**src/rtl/vc_pop_arbiter.sv**
```systemverilog
// vc_pop_arbiter: pops at most one VC FIFO head per cycle toward the D0/D1 demux.
// VC0 has strict priority; a starvation counter forces a VC1 grant after
// STARVE_LIMIT consecutive VC0 grants while VC1 was eligible.
module vc_pop_arbiter #(
    parameter int unsigned DATA_W       = 6,
    parameter int unsigned STARVE_LIMIT = 3
) (
    input  logic              clk,
    input  logic              reset_L,
    input  logic              init,
    input  logic              vc0_empty,
    input  logic              vc1_empty,
    input  logic [DATA_W-1:0] vc0_data,
    input  logic [DATA_W-1:0] vc1_data,
    input  logic              d0_almost_full,
    input  logic              d1_almost_full,
    output logic              vc0_pop,
    output logic              vc1_pop,
    output logic [DATA_W-1:0] data_out,
    output logic              valid_out,
    output logic [1:0]        state,
    output logic              idle
);

    localparam int unsigned CNT_W  = 4;
    localparam int unsigned VC_BIT = 4;
    localparam logic [CNT_W-1:0] LIMIT = CNT_W'(STARVE_LIMIT);

    typedef enum logic [1:0] {
        ST_RESET  = 2'd0,
        ST_INIT   = 2'd1,
        ST_IDLE   = 2'd2,
        ST_ACTIVE = 2'd3
    } state_t;

    state_t            state_q;
    state_t            state_d;
    logic [CNT_W-1:0]  starve_q;
    logic [CNT_W-1:0]  starve_d;
    logic [DATA_W-1:0] data_d;
    logic              valid_d;
    logic              run_c;
    logic              vc0_blocked_c;
    logic              vc1_blocked_c;
    logic              vc0_elig;
    logic              vc1_elig;

    // Next state, eligibility, grant and next register values
    always_comb begin
        state_d  = state_q;
        starve_d = starve_q;
        data_d   = '0;
        valid_d  = 1'b0;
        vc0_pop  = 1'b0;
        vc1_pop  = 1'b0;

        // Pops only allowed while running, out of init and out of reset
        run_c = reset_L && !init && (state_q == ST_IDLE || state_q == ST_ACTIVE);

        vc0_blocked_c = vc0_data[VC_BIT] ? d1_almost_full : d0_almost_full;
        vc1_blocked_c = vc1_data[VC_BIT] ? d1_almost_full : d0_almost_full;
        vc0_elig      = run_c && !vc0_empty && !vc0_blocked_c;
        vc1_elig      = run_c && !vc1_empty && !vc1_blocked_c;

        if (vc1_elig && (starve_q == LIMIT || !vc0_elig)) begin
            vc1_pop = 1'b1;
        end else if (vc0_elig) begin
            vc0_pop = 1'b1;
        end

        if (vc1_pop) begin
            data_d  = vc1_data;
            valid_d = 1'b1;
        end else if (vc0_pop) begin
            data_d  = vc0_data;
            valid_d = 1'b1;
        end

        // Count VC0 wins only while VC1 is actually waiting
        if (vc1_pop || !vc1_elig) begin
            starve_d = '0;
        end else if (vc0_pop) begin
            starve_d = (starve_q < LIMIT) ? starve_q + CNT_W'(1) : LIMIT;
        end

        case (state_q)
            ST_RESET:  state_d = ST_INIT;
            ST_INIT:   state_d = ST_IDLE;
            ST_IDLE:   if (!vc0_empty || !vc1_empty) state_d = ST_ACTIVE;
            ST_ACTIVE: if (vc0_empty && vc1_empty) state_d = ST_IDLE;
            default:   state_d = ST_RESET;
        endcase
        if (init) begin
            state_d = ST_INIT;
        end
    end

    // State register
    always_ff @(posedge clk or negedge reset_L) begin
        if (!reset_L) begin
            state_q <= ST_RESET;
        end else begin
            state_q <= state_d;
        end
    end

    // Output word, valid, idle flag and starvation counter
    always_ff @(posedge clk or negedge reset_L) begin
        if (!reset_L) begin
            data_out  <= '0;
            valid_out <= 1'b0;
            idle      <= 1'b0;
            starve_q  <= '0;
        end else begin
            data_out  <= data_d;
            valid_out <= valid_d;
            idle      <= (state_d == ST_IDLE);
            starve_q  <= starve_d;
        end
    end

    assign state = state_q;

endmodule

```
**config.mk**
```make
export PLATFORM = sky130hd
export DESIGN_NAME = vc_pop_arbiter
export DESIGN_NICKNAME = d
export VERILOG_FILES = /design/src/rtl/vc_pop_arbiter.sv
export SDC_FILE = /design/constraint.sdc
export NUM_CORES = 1
export LEC_CHECK = 0
export ABC_AREA = 1
export CORE_MARGIN = 2
export CORE_UTILIZATION = 35
export CTS_CLUSTER_DIAMETER = 50
export CTS_CLUSTER_SIZE = 10
export DETAILED_ROUTE_END_ITERATION = 10
export GPL_TIMING_DRIVEN = 0
export PLACE_DENSITY_LB_ADDON = 0.25
export SETUP_SLACK_MARGIN = 0.1
export SYNTH_ARGS = -nofsm -noshare
export SYNTH_HDL_FRONTEND = slang
export SYNTH_SLANG_ARGS = --single-unit
export TNS_END_PERCENT = 100
```
**constraint.sdc**
```tcl
create_clock -name clk -period 1.3 [get_ports clk]
set_clock_uncertainty 0.1 [all_clocks]
set_input_delay 0.26 -clock clk [delete_from_list [all_inputs] [get_ports clk]]
set_output_delay 0.26 -clock clk [all_outputs]
set_load 0.01 [all_outputs]
```
==> implementation parameters, run 1 <==
Parameter                              Value

Drt
  Average via count per standard cell    between 4 and 5
  Sum of met3 wire segment lengths after detailed routing    51 µm
  Wire length on met2    roughly 840 µm
  Routed wire length    approximately 1.6 mm
  Pre-Repair DR Iteration Count    4
  Number of antenna-violating nets in the routed design    0
  Routed length per placed instance    11.6 µm
  Metal1 wirelength    between 600 and 700 µm
  First DRT Iteration DRCs    5
  DRC    0
  Routed via count    626
  Uppermost routed layer    met4

Placement
  Dpl hpwl    roughly 1.1 mm
  Gp weighted congestion    0.787
  Count of port buffers added during placement    30
  Setup slack after placement    -1.56 ns

Cells and area
  Net count, final    133
  Layout fillers    156
  Fraction of final layout cells with drive strength greater than 1    0.366
  Antenna Cells    0
  Area added between synthesis and finish    63.7%

Die
  Core outline area    1760 µm²
  Full die area    2260 µm²
  Initial core utilization    0.377
  I/O pin count    31
  Y dimension of the die    47.6 µm
  Row Count    15
  Die X    47.6 µm

Global route
  Antenna violations before repair    0
  Final global-route overflow total    0
  Total track usage    0.154
  Maximum number of pins on one net before global-route repair    15
  Vias in the first global route    604
  Global-route wire length before repair    2.41 mm

Status
  Failing checks    setup timing
  Status    finished with violations

Critical path
  Reg-to-reg setup timing slack    -0.06 ns
  R2R Path Start    starve_q[0]$_DFFE_PN0P_
  Crit path kind    reg2out
  Number of buffers and inverters on the critical path    2
  Critical-path maximum fanout    2
  Cell with the largest stage delay on the worst path    sky130_fd_sc_hd__dfrtp_1
  Cell chain of the critical path    ha_1 > nand2_2 > nand3_4 > nand2_4 > inv_4 > nor2_4 > buf_6
  Required time of the critical path    0.94 ns
  Arrival time worst endpoint    roughly 1.3 ns
  Worst r2r dst    starve_q[1]$_DFFE_PN0P_
  Endpoint class of the critical path    output port
  CP top delay family    flip-flops
  Kind of start point of the critical path    flop
  Slowest cell delay on critical path    0.39 ns
  Worst R2R Path Depth    6

Run
  Max cap viols    0

CTS
  Clock transition at the registers of the reported paths    roughly 0.090 ns
  Maximum clock path buffer count    2
  Number of sinks handled by clock tree synthesis    14
  CTS H-Tree Depth    1
  Clock latency on the worst-skew pair    0.27 ns
  CTS tree    built
  Cell chosen for the clock root    sky130_fd_sc_hd__clkbuf_4
  CTS Buf Count    3

Synth
  Average size of a mapped cell    9.63 µm²
  Cell variety after synth    17
  Share of the synthesized area in the top cell type    0.527
  Cell type with the largest total area after synthesis    sky130_fd_sc_hd__dfrtp_1
  Warnings from Yosys    0
  Flip-flop and latch count after synthesis    14
  Sequential area share after synthesis    0.527
  Leading post-synthesis cells by cell area    sky130_fd_sc_hd__dfrtp_1 53%, sky130_fd_sc_hd__nand3_1 9.0%, sky130_fd_sc_hd__nand2_1 8.5%
  Synthesized instance count    69
  Total standard cell area after synthesis    664 µm²

Power
  Leakage    between 0.6 and 0.7 nW
  Power density over the cells    approximately 860 nW/µm²
  Post-route total power    roughly 940 µW
  Maximum vdd ir drop    497 µV

STA
  Final-report max-slew violation count    0
  Transition time at the pin with the least slew margin    approximately 0.62 ns
  Highest attainable clock frequency    588 MHz
  Final hold violations    0
  RSZ-0062 raised after global routing    yes
  Rel. slew slack    0.583
  Number of setup violations in the final report    6
  Final setup margin    -0.402 ns
  Post-route fraction of the period consumed by the critical path    1.31
  Fin crit period    between 1.5 and 2 ns
  Post-route setup TNS    -0.895 ns

Worst hold path
  Hold endpoint    data_out[4]$_DFF_PN0_
  Hold Path Class    in2reg
  Startpoint of the tightest hold check path    vc1_data[4]
  Count of cells along the worst hold path    3
-- worst max-delay path by stage --
stage | from | slack (ns) | depth (start not counted) | endpoint
floorplan | state[1]$_DFF_PN0_ | -0.11 | 7 | vc0_pop
global placement | reset_L | -1.54 | 8 | vc0_pop
detailed placement | reset_L | -1.56 | 8 | vc1_pop
CTS | vc0_empty | -0.43 | 9 | vc0_pop
global route | starve_q[0]$_DFFE_PN0P_ | -0.47 | 7 | vc0_pop
finish | starve_q[0]$_DFFE_PN0P_ | -0.40 | 7 | vc0_pop
-- report_power, final --
| part | internal, mW | switching, mW | total [mW] |
|---|---|---|---|
| clock | 0.170 | 0.144 | 0.314 |
| combinational | 0.0860 | 0.0806 | 0.167 |
| sequential | 0.451 | 0.00556 | 0.456 |
| total | 0.707 | 0.230 | 0.937 |
-- registers in the layout (all words and copies together) (netlist names) --
| signal | flops |
|---|---|
| data_out | 6 |
| starve_q | 4 |
| idle | 1 |
| state | 2 |
| valid_out | 1 |
-- per-stage QoR --
step	hold slack (ns)	instances	instance area [µm²]	utilization
floorplan	-0.136	70	678	-
global placement	0.398	125	1010	0.572
CTS	0.311	137	1070	0.606
global route	0.196	137	1090	0.616
finish	0.179	137	1090	0.616
detailed placement	0.404	125	1010	0.572
-- area by class of cell --
cell class	count	area (µm²)	area share
well taps	25	31.3	0.0288
clock buffers	4	36.3	0.0334
repair buffers	38	319	0.293
multi-input cells	48	318	0.292
flip-flops and latches	14	350	0.322
inverters	8	32.5	0.0299
-- cell usage in the layout (no fill, tap or decap), drive strengths merged --
master	netlist	layout
buf	0	20
dlygate4sd2	0	2
nand4	1	1
conb	1	2
clkdlybuf4s50	0	12
nand2	18	18
dfrtp	14	14
nand3	13	13
o21a	2	2
a21boi	1	1
dlygate4sd3	0	1
ha	1	1
dlymetal6s2s	0	3
nor3	1	1
nor2	9	9
inv	8	8
clkbuf	0	4
-- tightest hold or removal path: stages --
cell and delay, ns:
sky130_fd_sc_hd__dlymetal6s2s_1 0.12, sky130_fd_sc_hd__nand3_1 0.09, sky130_fd_sc_hd__nand2_1 0.06
-- cells in the mapped netlist (all sizes together) --
master	number
nor3	1
nor2	9
inv	8
nand2	18
conb	1
o21a	2
dfrtp	14
a21boi	1
nand4	1
nand3	13
ha	1
-- per-layer routing --
metal / track usage / vias to the layer above
met5: 0 / -
met2: 0.278 / 18
met4: 0.0973 / 0
met1: 0.166 / 297
met3: 0.0264 / 6
li1: - / 305
-- kinds of logic (layout without fill, tap and decap cells) --
family                     after synthesis  after routing  share of synthesized area
and+or+nand+nor                         42             42                      0.369
DFF                                     14             14                      0.527
buffers and inverters                    8             50                     0.0452
AOI/OAI and AO/OA                        3              3                     0.0339
adders and majority gates                1              1                     0.0188
other                                    1              2                    0.00564
-- timing repair --
item,in CTS,in global routing
buffers inserted,8,1
pin swaps,5,7
resized for setup,62,7
endpoints found under the hold margin,14,0
endpoints found under the setup margin,21,13
hold buffers,1,0
Power figures use the tool's default switching activity.
==> inputs of run 2 (changes only) <==
--- a/config.mk
+++ b/config.mk
@@ -12,6 +12,7 @@
 export CTS_CLUSTER_SIZE = 10
 export DETAILED_ROUTE_END_ITERATION = 10
 export GPL_TIMING_DRIVEN = 0
+export HOLD_SLACK_MARGIN = 0.08
 export PLACE_DENSITY_LB_ADDON = 0.25
 export SETUP_SLACK_MARGIN = 0.1
 export SYNTH_ARGS = -nofsm -noshare
==> results of run 2 <==
No change in the layout: final DEF, timing and power equal those of run 1.
==> inputs of run 3 (changes only) <==
--- a/config.mk
+++ b/config.mk
@@ -8,7 +8,7 @@
 export ABC_AREA = 1
 export CORE_MARGIN = 2
 export CORE_UTILIZATION = 35
-export CTS_CLUSTER_DIAMETER = 50
+export CTS_CLUSTER_DIAMETER = 80
 export CTS_CLUSTER_SIZE = 10
 export DETAILED_ROUTE_END_ITERATION = 10
 export GPL_TIMING_DRIVEN = 0
==> results of run 3 <==
No change in the layout: final DEF, timing and power equal those of run 1.
